[src/rtl/conv_mac_stream_if.sv]
// Bundle of the kernel-write, pixel-in and sum-out channels of conv_mac_stream.
// The master side drives kernel writes, pixel beats and out_ready. The slave side
// (the MAC block) returns k_err, in_ready, out_valid, out_data and busy.
interface conv_mac_stream_if #(
  parameter int DATA_W = 6,
  parameter int TAPS   = 9,
  parameter int ACC_W  = 2*DATA_W + $clog2(TAPS)
);
  localparam int ADDR_W = $clog2(TAPS);

  logic              k_we;
  logic [ADDR_W-1:0] k_addr;
  logic [DATA_W-1:0] k_data;
  logic              k_err;

  logic              in_valid;
  logic              in_ready;
  logic [DATA_W-1:0] in_data;

  logic              out_valid;
  logic              out_ready;
  logic [ACC_W-1:0]  out_data;

  logic              busy;

  modport master (
    output k_we, k_addr, k_data, in_valid, in_data, out_ready,
    input  k_err, in_ready, out_valid, out_data, busy
  );

  modport slave (
    input  k_we, k_addr, k_data, in_valid, in_data, out_ready,
    output k_err, in_ready, out_valid, out_data, busy
  );
endinterface

[src/rtl/conv_mac_stream.sv]
// Streaming convolution MAC. It multiplies TAPS pixel beats by TAPS stored
// kernel coefficients and presents one unsigned window sum per window. The
// coefficients can only be rewritten while no window is in flight.
module conv_mac_stream #(
  parameter int DATA_W = 6,
  parameter int TAPS   = 9,
  parameter int ACC_W  = 2*DATA_W + $clog2(TAPS)
) (
  input logic              clk,
  input logic              rst,
  conv_mac_stream_if.slave bus
);
  localparam int ADDR_W = $clog2(TAPS);
  localparam int PROD_W = 2*DATA_W;
  // The sum is formed at the wider of product and accumulator width, then
  // truncated. A narrowed ACC_W therefore wraps instead of saturating.
  localparam int SUM_W  = (ACC_W > PROD_W) ? ACC_W : PROD_W;
  localparam logic [ADDR_W:0]   TAPS_EXT = (ADDR_W+1)'(TAPS);
  localparam logic [ADDR_W-1:0] LAST_TAP = ADDR_W'(TAPS-1);

  typedef enum logic [1:0] {IDLE, ACCUM, DONE} state_t;

  state_t            state;
  state_t            state_next;
  logic [DATA_W-1:0] coef [TAPS];
  logic [ACC_W-1:0]  acc;
  logic [ADDR_W-1:0] tap_cnt;
  logic [ACC_W-1:0]  out_data_r;
  logic              k_err_r;

  logic              in_ready;
  logic              out_valid;
  logic              busy;
  logic              last_beat;
  logic              beat;
  logic              k_write_ok;
  logic [ADDR_W-1:0] coef_sel;
  logic [PROD_W-1:0] product;
  logic [SUM_W-1:0]  sum_full;
  logic [ACC_W-1:0]  acc_next;

  // State register; reset always lands in IDLE, abandoning any window in flight
  always_ff @(posedge clk) begin
    if (rst) begin
      state <= IDLE;
    end else begin
      state <= state_next;
    end
  end

  // Next-state decode and handshake outputs, all derived from the current state
  always_comb begin
    state_next = state;
    in_ready   = 1'b0;
    out_valid  = 1'b0;
    busy       = 1'b0;
    last_beat  = 1'b0;
    case (state)
      IDLE: begin
        in_ready = 1'b1;
        if (bus.in_valid) begin
          state_next = ACCUM;
        end
      end
      ACCUM: begin
        in_ready = 1'b1;
        busy     = 1'b1;
        if (bus.in_valid && (tap_cnt == LAST_TAP)) begin
          last_beat  = 1'b1;
          state_next = DONE;
        end
      end
      DONE: begin
        out_valid = 1'b1;
        busy      = 1'b1;
        if (bus.out_ready) begin
          state_next = IDLE;
        end
      end
      default: begin
        state_next = IDLE;
      end
    endcase
  end

  assign beat       = bus.in_valid && in_ready;
  assign k_write_ok = bus.k_we && (state == IDLE) && ({1'b0, bus.k_addr} < TAPS_EXT);

  // The first beat of a window always pairs with coef[0] and restarts the sum from zero
  assign coef_sel = (state == IDLE) ? '0 : tap_cnt;
  assign product  = PROD_W'(bus.in_data) * PROD_W'(coef[coef_sel]);
  assign sum_full = ((state == IDLE) ? '0 : SUM_W'(acc)) + SUM_W'(product);
  assign acc_next = sum_full[ACC_W-1:0];

  // Accumulator, tap counter and result register advance only on accepted beats
  always_ff @(posedge clk) begin
    if (rst) begin
      acc        <= '0;
      tap_cnt    <= '0;
      out_data_r <= '0;
    end else if (beat) begin
      if (last_beat) begin
        out_data_r <= acc_next;
        acc        <= '0;
        tap_cnt    <= '0;
      end else begin
        acc     <= acc_next;
        tap_cnt <= tap_cnt + 1'b1;
      end
    end
  end

  // Coefficient bank; written only in IDLE, so a running window never sees a change
  always_ff @(posedge clk) begin
    if (rst) begin
      for (int i = 0; i < TAPS; i++) begin
        coef[i] <= '0;
      end
    end else if (k_write_ok) begin
      coef[bus.k_addr] <= bus.k_data;
    end
  end

  // Flag a rejected kernel write for exactly one cycle
  always_ff @(posedge clk) begin
    if (rst) begin
      k_err_r <= 1'b0;
    end else begin
      k_err_r <= bus.k_we && !k_write_ok;
    end
  end

  assign bus.in_ready  = in_ready;
  assign bus.out_valid = out_valid;
  assign bus.busy      = busy;
  assign bus.out_data  = out_data_r;
  assign bus.k_err     = k_err_r;
endmodule

[src/flat_wrapper.sv]
// flat-port wrapper written by rule: the top's interface ports become plain ports
module conv_mac_stream_flat 
#(
  parameter int DATA_W = 6,
  parameter int TAPS   = 9,
  parameter int ACC_W  = 2*DATA_W + $clog2(TAPS)
)
  (clk, rst, bus_k_we, bus_k_addr, bus_k_data, bus_in_valid, bus_in_data, bus_out_ready, bus_k_err, bus_in_ready, bus_out_valid, bus_out_data, bus_busy);
  conv_mac_stream_if #(.DATA_W(DATA_W), .TAPS(TAPS), .ACC_W(ACC_W)) bus_i ();
  input logic clk;
  input logic rst;
  input wire logic [$bits(bus_i.k_we)-1:0] bus_k_we;
  input wire logic [$bits(bus_i.k_addr)-1:0] bus_k_addr;
  input wire logic [$bits(bus_i.k_data)-1:0] bus_k_data;
  input wire logic [$bits(bus_i.in_valid)-1:0] bus_in_valid;
  input wire logic [$bits(bus_i.in_data)-1:0] bus_in_data;
  input wire logic [$bits(bus_i.out_ready)-1:0] bus_out_ready;
  output wire logic [$bits(bus_i.k_err)-1:0] bus_k_err;
  output wire logic [$bits(bus_i.in_ready)-1:0] bus_in_ready;
  output wire logic [$bits(bus_i.out_valid)-1:0] bus_out_valid;
  output wire logic [$bits(bus_i.out_data)-1:0] bus_out_data;
  output wire logic [$bits(bus_i.busy)-1:0] bus_busy;
  assign bus_i.k_we = bus_k_we;
  assign bus_i.k_addr = bus_k_addr;
  assign bus_i.k_data = bus_k_data;
  assign bus_i.in_valid = bus_in_valid;
  assign bus_i.in_data = bus_in_data;
  assign bus_i.out_ready = bus_out_ready;
  assign bus_k_err = bus_i.k_err;
  assign bus_in_ready = bus_i.in_ready;
  assign bus_out_valid = bus_i.out_valid;
  assign bus_out_data = bus_i.out_data;
  assign bus_busy = bus_i.busy;
  conv_mac_stream #(.DATA_W(DATA_W), .TAPS(TAPS), .ACC_W(ACC_W)) u_core (.clk(clk), .rst(rst), .bus(bus_i));
endmodule
[config.mk]
export PLATFORM = sky130hd
export DESIGN_NAME = conv_mac_stream_flat
export DESIGN_NICKNAME = d
export VERILOG_FILES = /design/src/rtl/conv_mac_stream_if.sv /design/src/rtl/conv_mac_stream.sv /design/src/flat_wrapper.sv
export SDC_FILE = /design/constraint.sdc
export NUM_CORES = 1
export LEC_CHECK = 0
export ABC_CLOCK_PERIOD_IN_PS = 12900
export CAP_MARGIN = 5
export CORE_MARGIN = 1
export CORE_UTILIZATION = 45
export CTS_CLUSTER_DIAMETER = 50
export CTS_CLUSTER_SIZE = 8
export DETAILED_ROUTE_END_ITERATION = 16
export HOLD_SLACK_MARGIN = 0.06
export MAX_ROUTING_LAYER = met4
export PLACE_DENSITY = 0.71
export SLEW_MARGIN = 20
export SYNTH_ARGS = -nofsm -noshare
export SYNTH_HDL_FRONTEND = slang
export SYNTH_SLANG_ARGS = --single-unit
[constraint.sdc]
create_clock -name clk -period 12.9 [get_ports clk]
set_clock_uncertainty 0.15 [all_clocks]
set_input_delay 2.58 -clock clk [delete_from_list [all_inputs] [get_ports clk]]
set_output_delay 2.58 -clock clk [all_outputs]
set_load 0.02 [all_outputs]
After elaboration in Yosys (flattened, before gate mapping)
Memory sizes are Yosys's and may differ from the RTL's.
Cells that the tools add are included.
{"block": "classes", "order_cmp": 1, "muxes": 21, "eq_ne": 6, "n_shift": 0, "n_div": 0, "reduce_logical": 12, "bitwise_logic": 0, "n_addsub": 2, "n_mul": 1}
{"op": "two-way mux 16 bit", "n": 2}
{"op": "adder 16 x 12 -> 16 bit", "n": 1}
{"op": "multiplier 6 x 6 -> 12 bit", "n": 1}
{"op": "two-way mux 4 bit", "n": 3}
{"op": "two-way mux 1 bit", "n": 11}
{"op": "two-way mux 2 bit", "n": 3}
{"op": "two-way mux 6 bit", "n": 1}
{"op": "case mux 2 bit (3 select lines)", "n": 1}
{"op": "OR reduction 6 bit", "n": 1}
{"op": "logical AND 1 bit", "n": 5}
{"op": "adder 4 x 1 -> 4 bit, second input constant", "n": 1}
{"op": "equality test 4 bit, second input constant", "n": 1}
{"op": "less-than comparator 4 bit, second input constant", "n": 1}
{"op": "!= test 2 bit, second input constant", "n": 2}
{"op": "OR reduction 2 bit", "n": 2}
{"op": "AND reduction 3 bit", "n": 1}
{"op": "equality test 2 x 1 -> 1 bit, second input constant", "n": 1}
{"op": "equality test 2 bit, second input constant", "n": 1}
{"op": "logical NOT 2 bit", "n": 1}
{"op": "!= test 2 x 1 -> 1 bit, second input constant", "n": 1}
{"op": "AND reduction 2 bit", "n": 1}
{"op": "logical NOT 1 bit", "n": 1}
{"block": "word_totals", "rom_bits": 0, "regBits": 39, "latch_bits": 0, "elab_cells": 49, "in_bits": 21, "mem_bits_rw": 54, "output_inout_bits": 20, "n_memories": 1}
{"name": "u_core.coef", "depth": 9, "word_bits": 6, "read_ports": 1, "rd_clocked_by_memory_dff": 0, "write_ports": 9, "line": "conv_mac_stream.sv:25", "source": "logic [DATA_W-1:0] coef [TAPS];"}

Depth between registers and ports, before layout
Gate-level depths: netlist of the first run.
{"block": "depth", "ltp_word": 8, "mapped_depth": 25}

Least setup slack after synthesis of the first run
No wires, ideal clock.
{"block": "synth_path", "path_type": "input port to flip-flop", "start": "input port bus_in_data[3]", "end": "register u_core.out_data_r[15] (netlist: u_core.bus.out_data[15])", "setup_ns": 0.101, "arrival_ns": 6.339, "cell_stages": 14, "setup_slack_ns": 6.310, "cell_sequence": "and2_1 > fa_1 > inv_1 > fa_1 > inv_1 > fa_1 > fa_1 > ha_1 > a21oi_1 > o211ai_2 > and3_1 > o311ai_2 > xor2_1 > o41ai_1"}
{"block": "synth_between", "elab_chain_len": 2}
{"item": "start: declaration", "line": "flat_wrapper.sv:16", "source": "input wire logic [$bits(bus_i.in_data)-1:0] bus_in_data;"}
{"item": "multiplier 6 x 6 -> 12 bit", "line": "conv_mac_stream.sv:91", "source": "assign product = PROD_W'(bus.in_data) * PROD_W'(coef[coef_sel]);"}
{"item": "adder 16 x 12 -> 16 bit", "line": "conv_mac_stream.sv:92", "source": "assign sum_full = ((state == IDLE) ? '0 : SUM_W'(acc)) + SUM_W'(product);"}
{"item": "end signal: assignment", "line": "conv_mac_stream.sv:103", "source": "out_data_r <= acc_next;"}
{"item": "end: declaration", "line": "conv_mac_stream.sv:28", "source": "logic [ACC_W-1:0] out_data_r;"}
Every way passes these cells.
A chain may end at the register's enable or synchronous reset.

Worst setup path after layout of the first run
{"block": "layout_path", "start": "register u_core.state[0]", "end": "register u_core.out_data_r[15] (netlist: u_core.bus.out_data[15])"}
{"block": "layout_between", "elab_chain_len": 5, "word_cells_on_any_way": 12, "classes_between": "1 x add/sub; 1 x mul; 1 x eq/ne; 4 x mux; 4 x reduce/logical; 1 x memory"}
{"item": "start: declaration", "line": "conv_mac_stream.sv:23", "source": "state_t state;"}
{"item": "start signal: assignment", "line": "conv_mac_stream.sv:47", "source": "state <= state_next;"}
{"item": "logical NOT 2 bit / equality test 2 x 1 -> 1 bit (equally long branches)", "line": "conv_mac_stream.sv:58, conv_mac_stream.sv:90, conv_mac_stream.sv:92"}
{"item": "two-way mux 4 bit / OR reduction 2 bit (equally long branches)"}
{"item": "memory (9 x 6 bit) / two-way mux 1 bit (equally long branches)"}
{"item": "multiplier 6 x 6 -> 12 bit / logical AND 1 bit (equally long branches)", "line": "conv_mac_stream.sv:91, conv_mac_stream.sv:86"}
{"item": "adder 16 x 12 -> 16 bit / AND reduction 2 bit (equally long branches)"}
Several ways; a longest one is shown, not always the timed one.

==> results of run 1 <==
==> layer usage <==
layer	vias to the layer above	global-route usage, %	wire length [µm]
met5	-	-	0
met4	0	9.60	298
met3	27	3.39	643
met2	124	33.6	8240
met1	2649	24.9	7300
li1	2673	-	-
==> cells in the mapped netlist, types with 3 or more instances <==
cell type / instances / share of area [%]
nor2_1: 27 / 1.3
a31oi_1: 6 / 0.49
a211oi_1: 28 / 2.7
inv_1: 46 / 2.2
xor2_1: 6 / 0.68
nand2_1: 65 / 3.2
mux2_2: 13 / 1.9
o21a_1: 4 / 0.39
or2_2: 11 / 0.89
mux2i_1: 7 / 0.91
a21oi_1: 36 / 2.3
o21ai_0: 20 / 1.3
o22ai_1: 25 / 2.0
a22oi_1: 4 / 0.39
buf_2: 13 / 0.84
dfxtp_1: 39 / 10
ha_1: 34 / 5.5
edfxtp_1: 96 / 37
nor2b_1: 19 / 1.5
buf_4: 4 / 0.39
buf_1: 4 / 0.19
clkbuf_1: 17 / 0.83
nand3_1: 8 / 0.52
a31oi_2: 3 / 0.49
nand3b_1: 7 / 0.68
and2_1: 82 / 6.6
nor3_1: 13 / 0.84
fa_1: 26 / 6.7
xnor2_1: 4 / 0.45
nand2b_1: 13 / 1.1
a21o_1: 10 / 0.97
o31ai_1: 3 / 0.29
==> flip-flops by register name, indices dropped and copies added, names as in the netlist <==
signal	cells
u_core.acc	16
u_core.bus.k_err	1
u_core.bus.out_data	16
u_core.coef	96
u_core.state	2
u_core.tap_cnt	4
==> logic make-up after synthesis <==
family	Yosys count
XOR/XNOR	10
AO/OA/AOI/OAI	156
other	1
buffers and inverters	84
flip-flops	135
multiplexers	20
AND/OR/NAND/NOR	261
adder cells (fa/ha/maj)	60
==> area by class of cell <==
cell class	count	area, µm²
fill	1515	7730
multi-input combinational	549	3880
sequential	135	3660
clock buffer	18	429
timing repair buffer	44	425
tap	220	275
inverter	46	173
clock inverter	14	128
==> power by group <==
part | internal (W) | switching (W) | leakage [nW] | total, W
logic | 0.000133 | 0.000207 | 2.00 | 0.000340
clock network | 0.000265 | 0.000187 | 0.264 | 0.000452
registers | 0.000493 | 0.00000962 | 1.29 | 0.000503
==> worst min-delay path by stage <==
stage                          startpoint                          to  slack [ns]
2_1_floorplan  u_core.acc[9]$_SDFFE_PP0P_  u_core.acc[9]$_SDFFE_PP0P_        0.27
3_3_place_gp   u_core.acc[0]$_SDFFE_PP0P_  u_core.acc[0]$_SDFFE_PP0P_        0.28
3_5_place_dp   u_core.acc[0]$_SDFFE_PP0P_  u_core.acc[0]$_SDFFE_PP0P_        0.29
4_1_cts        u_core.acc[0]$_SDFFE_PP0P_  u_core.acc[0]$_SDFFE_PP0P_        0.30
5_1_grt        u_core.acc[2]$_SDFFE_PP0P_  u_core.acc[2]$_SDFFE_PP0P_        0.32
6_report       u_core.acc[0]$_SDFFE_PP0P_  u_core.acc[0]$_SDFFE_PP0P_        0.30
==> critical path, cell delays in order, from the launching register on <==
cell and delay [ns]:
dfxtp_1 0.32, inv_1 0.09, ha_1 0.15, buf_4 0.40, nand2b_1 0.73, o22ai_1 0.12
o21ai_0 0.23, a211oi_1 0.12, a31oi_1 0.65, nand2_1 0.18, fa_1 0.53, fa_1 0.57
inv_1 0.07, fa_1 0.51, fa_1 0.49, ha_1 0.36, a21oi_1 0.25, o211ai_2 0.17
and3_1 0.20, o311ai_2 0.31, xor2_1 0.11, o41ai_1 0.32
==> per-stage QoR <==
step / cells / worst slack (ns) / total power, W / hold WS, ns
2_1_floorplan: 768 / 6.31 / 0.000768 / 0.267
3_3_place_gp: 994 / 5.60 / 0.000843 / 0.284
4_1_cts: 1026 / 5.70 / 0.00131 / 0.298
6_report: 1026 / 5.72 / 0.00130 / 0.297
5_1_grt: 1026 / 5.21 / 0.00137 / 0.319
3_5_place_dp: 994 / 5.52 / 0.000851 / 0.290
==> results.toml, run 1 <==
[run_status]
run_status = "complete, no violations"

[finish]
area_growth_syn_to_fin_pct = 16.0
nNetsFinal = 874
mostFrequentLayoutCell = "edfxtp_1"
antenna_diode_instance_count = 0
post-route-cell-area_um2 = 8970
finish.utilization_pct = 53.7
most-common-layout-cells = "edfxtp_1 (96), and2_1 (82), nand2_1 (65)"
drive_above_1_share_pct = 8.81

[cts]
cts_root_buffer = "clkbuf_16"
worst_skew_pair.late_latency_ns = 0.43
cts.clk_slew.worst_paths_ns = 0.06
cts_sinks = 135
cts-resized-gates = 0
post_cts_hold_buffer_count = 0
cts_tree = "done"
numCtsBuffers = 17
cts.repair_timing.setup_buffer_count = 0
buffers_from_clock_root_to_sink_at_most = 2
cts-htree-levels = 4

[setup_path]
worst_setup_path_end_kind = "flip-flop"
regToRegStartpoint = "u_core.state[0]$_SDFFE_PP0P_"
crit_path_from = "u_core.state[0]$_SDFFE_PP0P_"
crit_path_end = "u_core.bus.out_data[15]$_SDFFE_PP0P_"
timing.rr.end = "u_core.bus.out_data[15]$_SDFFE_PP0P_"
setup.worst_path.start_class = "flip-flop"
rr_worst_depth = 21
critPathMaxFanout = 41
critPathArrivalTime_ns = 7.35
r2r_slack_ns = 5.72
cp.required_ns = 13.06
cp_class = "flip-flop to flip-flop"

[min_path]
hold_path.class = "flip-flop to flip-flop"
hold-path-cell-count = 2

[yosys]
yosys_warnings = 0
synth_xor_area_share_pct = 1.13
asyncSetResetFlopFracSynth_pct = 0
synthesis.area_per_instance_um2 = 10.6
combinational_family_with_the_most_area_after_synthesis = "simple AND/OR/NAND/NOR gates"
synth_simple_gate_area_share_pct = 18.4
synth_compound_gate_area_share_pct = 13.5
synth_adder_area_share_pct = 12.2
synthesis.instances = 727
synthesized_flop_and_latch_total = 135
yosysSeqAreaShare_pct = 47.4
synthMuxAreaShare_pct = 2.80
synth_top_flop_cell = "edfxtp_1"
synth_edf_count = 96
mappedNetlistArea_um2 = 7730
synthDistinctLibCells = 59

[routing]
residual_drc = 0
routedWlPerCell_um = 16.1
drt_wl_total_mm = 16.5
first_pass_iters = 4
drtAntennaViolNets = 0
detailroute.via_count = 5473
vias_per_cell = 5.33
detailedRoute.firstIterationViolations = 311

[global_routing]
grt-ovfl-total = 0
grt_util_all_layers_pct = 20.5
grt_pass1_vias = 5505
first_pass_grt_wire_length_mm = 26.9
antenna_violations_before_repair = 0
grt_start_max_net_pins = 53

[sta]
tns_ns = 0
worst-slew-pin-transition_ns = 0.941
finalSetupViolCount = 0
achievable-frequency_ghz = 0.139
grt_setup_unrepaired = "false"
fin_crit_sh_pct = 55.7
period_needed_ns = 7.18
slew_headroom_pct = 37.1
maxSlewViolCount = 0
timing_hold_violations_final = 0

[die]
die-width_um = 133
initial_utilization_pct = 46.3
dieArea_um2 = 17700
dieHeight_um = 133
io-pin-count = 41
num_rows = 47
core_um2 = 16700

[flow_run]
drv.max_cap_violation_count = 0

[pwr]
vdd_ir_drop_max_uv = 108
p_per_area_nw_per_um2 = 144
p_leak_nw = 3.55

[placement]
postPlaceCellArea_um2 = 8420
dpl.hpwl_mm = 11.3
gp_congestion = 0.890
quantity_of_i_o_buffers_inserted_on_ports = 40
Power figures use the tool's default switching activity.
==> inputs of run 2 (changes only) <==
Settings changed: ABC_CLOCK_PERIOD_IN_PS 12900 to 7400.
Clock period 12.9 ns to 7.4 ns, I/O delays scaled along.
==> results.toml, run 2 (synthesis results as in run 1) <==
[sta]
slew_headroom_pct = 47.3
grt_setup_unrepaired = "false"
maxSlewViolCount = 0
finalSetupViolCount = 0
final_critical_path_setup_slack_ns = 0.819
worst-slew-pin-transition_ns = 0.788
tns_ns = 0
final.hold.worst_slack_ns = 0.294
fin_crit_sh_pct = 88.9
achievable-frequency_ghz = 0.152
period_needed_ns = 6.58
timing_hold_violations_final = 0

[routing]
vias_per_cell = 5.34
drtAntennaViolNets = 0
detailroute.via_count = 5500
drt_wl_total_mm = 17.0
detailedRoute.firstIterationViolations = 361
first_pass_iters = 5
routedWlPerCell_um = 16.5
residual_drc = 0

[setup_path]
critPathMaxFanout = 40
cp_most_frequent_cell = "fa_1"
cp.required_ns = 7.58
cp_class = "flip-flop to flip-flop"
critical_path_cell_count = 21
rr_worst_depth = 21
top_delay_family_on_crit_path = "adder cells"
worstPathCellList = "inv_1 > ha_1 > buf_4 > or2_2 > o22ai_1 > a211oi_1 > a211oi_1 > a31oi_1 > nand2_1 > fa_1 > fa_1 > inv_1 > fa_1 > fa_1 > ha_1 > a21oi_1 > o211ai_2 > and3_1 > o311ai_2 > xor2_1 > o41ai_1"
critPathArrivalTime_ns = 6.76
timing.critical_path.slowest_stage_cell = "fa_1"
setup.worst_path.start_class = "flip-flop"
crit_buf_inv = 3
worst_setup_path_end_kind = "flip-flop"
max_stage_delay_ns = 0.56

[pwr]
vdd_ir_drop_max_uv = 191
p_per_area_nw_per_um2 = 258
fin_total_pwr_w = 0.00233
p_leak_nw = 3.59

[flow_run]
drv.max_cap_violation_count = 0

[finish]
most-common-layout-cells = "edfxtp_1 (96), and2_1 (82), nand2_1 (65)"
area_growth_syn_to_fin_pct = 16.8
fillers = 1544
nNetsFinal = 878
mostFrequentLayoutCell = "edfxtp_1"
top_register = "u_core.coef"
largest_register_ffs = 96
finish.utilization_pct = 54.1
antenna_diode_instance_count = 0
drive_above_1_share_pct = 9.38

[global_routing]
grt_pass1_vias = 5603
grt_util_all_layers_pct = 21.4
first_pass_grt_wire_length_mm = 28.2
grt_start_max_net_pins = 51
antenna_violations_before_repair = 0
grt-ovfl-total = 0

[min_path]
hold_path.class = "flip-flop to flip-flop"
hold-path-cell-count = 2

[placement]
detailedPlace.worstSlack_ns = 0.861
quantity_of_i_o_buffers_inserted_on_ports = 40
dpl.hpwl_mm = 11.6
gp_congestion = 0.851

[cts]
numCtsBuffers = 17
cts_sinks = 135
post_cts_hold_buffer_count = 0
buffers_from_clock_root_to_sink_at_most = 2
cts_tree = "done"
cts_root_buffer = "clkbuf_16"
cts-resized-gates = 0
worst_skew_pair.late_latency_ns = 0.43
cts-htree-levels = 4
cts.clk_slew.worst_paths_ns = 0.06
cts.repair_timing.setup_buffer_count = 0

[run_status]
run_status = "complete, no violations"

[die]
initial_utilization_pct = 46.3
dieArea_um2 = 17700
die-width_um = 133
dieHeight_um = 133
num_rows = 47
io-pin-count = 41
core_um2 = 16700
-- run 2: changes by cell type in the layout (fill, tap and decap cells not counted), sizes merged --
cell / delta
bufinv: +1
clkinv: -5
buf: +4
clkbuf: -1
inv: +4
clkinvlp: +1
-- run 2: final cells by class --
class                      instances  area, µm²  area share [%]
timing repair buffer              48        455            5.04
multi-input combinational        549       3880            42.9
clock inverter                    15        165            1.83
clock buffer                      17        425            4.71
sequential                       135       3660            40.6
tap                              220        275            3.05
inverter                          46        173            1.91
-- run 2: layer usage --
layer,GRT usage (%),part of all wire [%],wire (µm),up-vias
li1,-,-,-,2673
met5,-,0,0,-
met1,26.4,45,7630,2694
met4,7.77,2.1,358,0
met3,4.03,3.6,612,24
met2,35.1,50,8440,109
-- run 2: worst reg2reg max path: stages, from the launching register on --
cell and delay [ns]:
dfxtp_1 0.32, inv_1 0.09, ha_1 0.17, buf_4 0.42
or2_2 0.28, o22ai_1 0.10, a211oi_1 0.29, a211oi_1 0.08
a31oi_1 0.54, nand2_1 0.16, fa_1 0.51, fa_1 0.56
inv_1 0.06, fa_1 0.51, fa_1 0.49, ha_1 0.36
a21oi_1 0.27, o211ai_2 0.18, and3_1 0.20, o311ai_2 0.32
xor2_1 0.11, o41ai_1 0.31
-- run 2: worst paths after layout --
| kind | slack [ns] | end | start |
|---|---|---|---|
| worst max-delay path | 0.82 | u_core.bus.out_data[15]$_SDFFE_PP0P_ | u_core.state[0]$_SDFFE_PP0P_ |
| worst min-delay path | 0.29 | u_core.acc[2]$_SDFFE_PP0P_ | u_core.acc[2]$_SDFFE_PP0P_ |
| worst max register to register | 0.82 | u_core.bus.out_data[15]$_SDFFE_PP0P_ | u_core.state[0]$_SDFFE_PP0P_ |
| worst min register to register | 0.29 | u_core.acc[2]$_SDFFE_PP0P_ | u_core.acc[2]$_SDFFE_PP0P_ |
-- run 2: power by group --
part | switching (W) | internal [W]
Sequential | 0.0000193 | 0.000860
Clock | 0.000349 | 0.000502
Combinational | 0.000366 | 0.000232
Total | 0.000734 | 0.00159
-- run 2: metrics by stage --
stage                     instance area, µm²  cells
after detailed placement                8450    998
after global placement                  8450    998
after floorplan                         7890    768
final                                   9040   1030
after CTS                               9040   1030
after global routing                    9040   1030
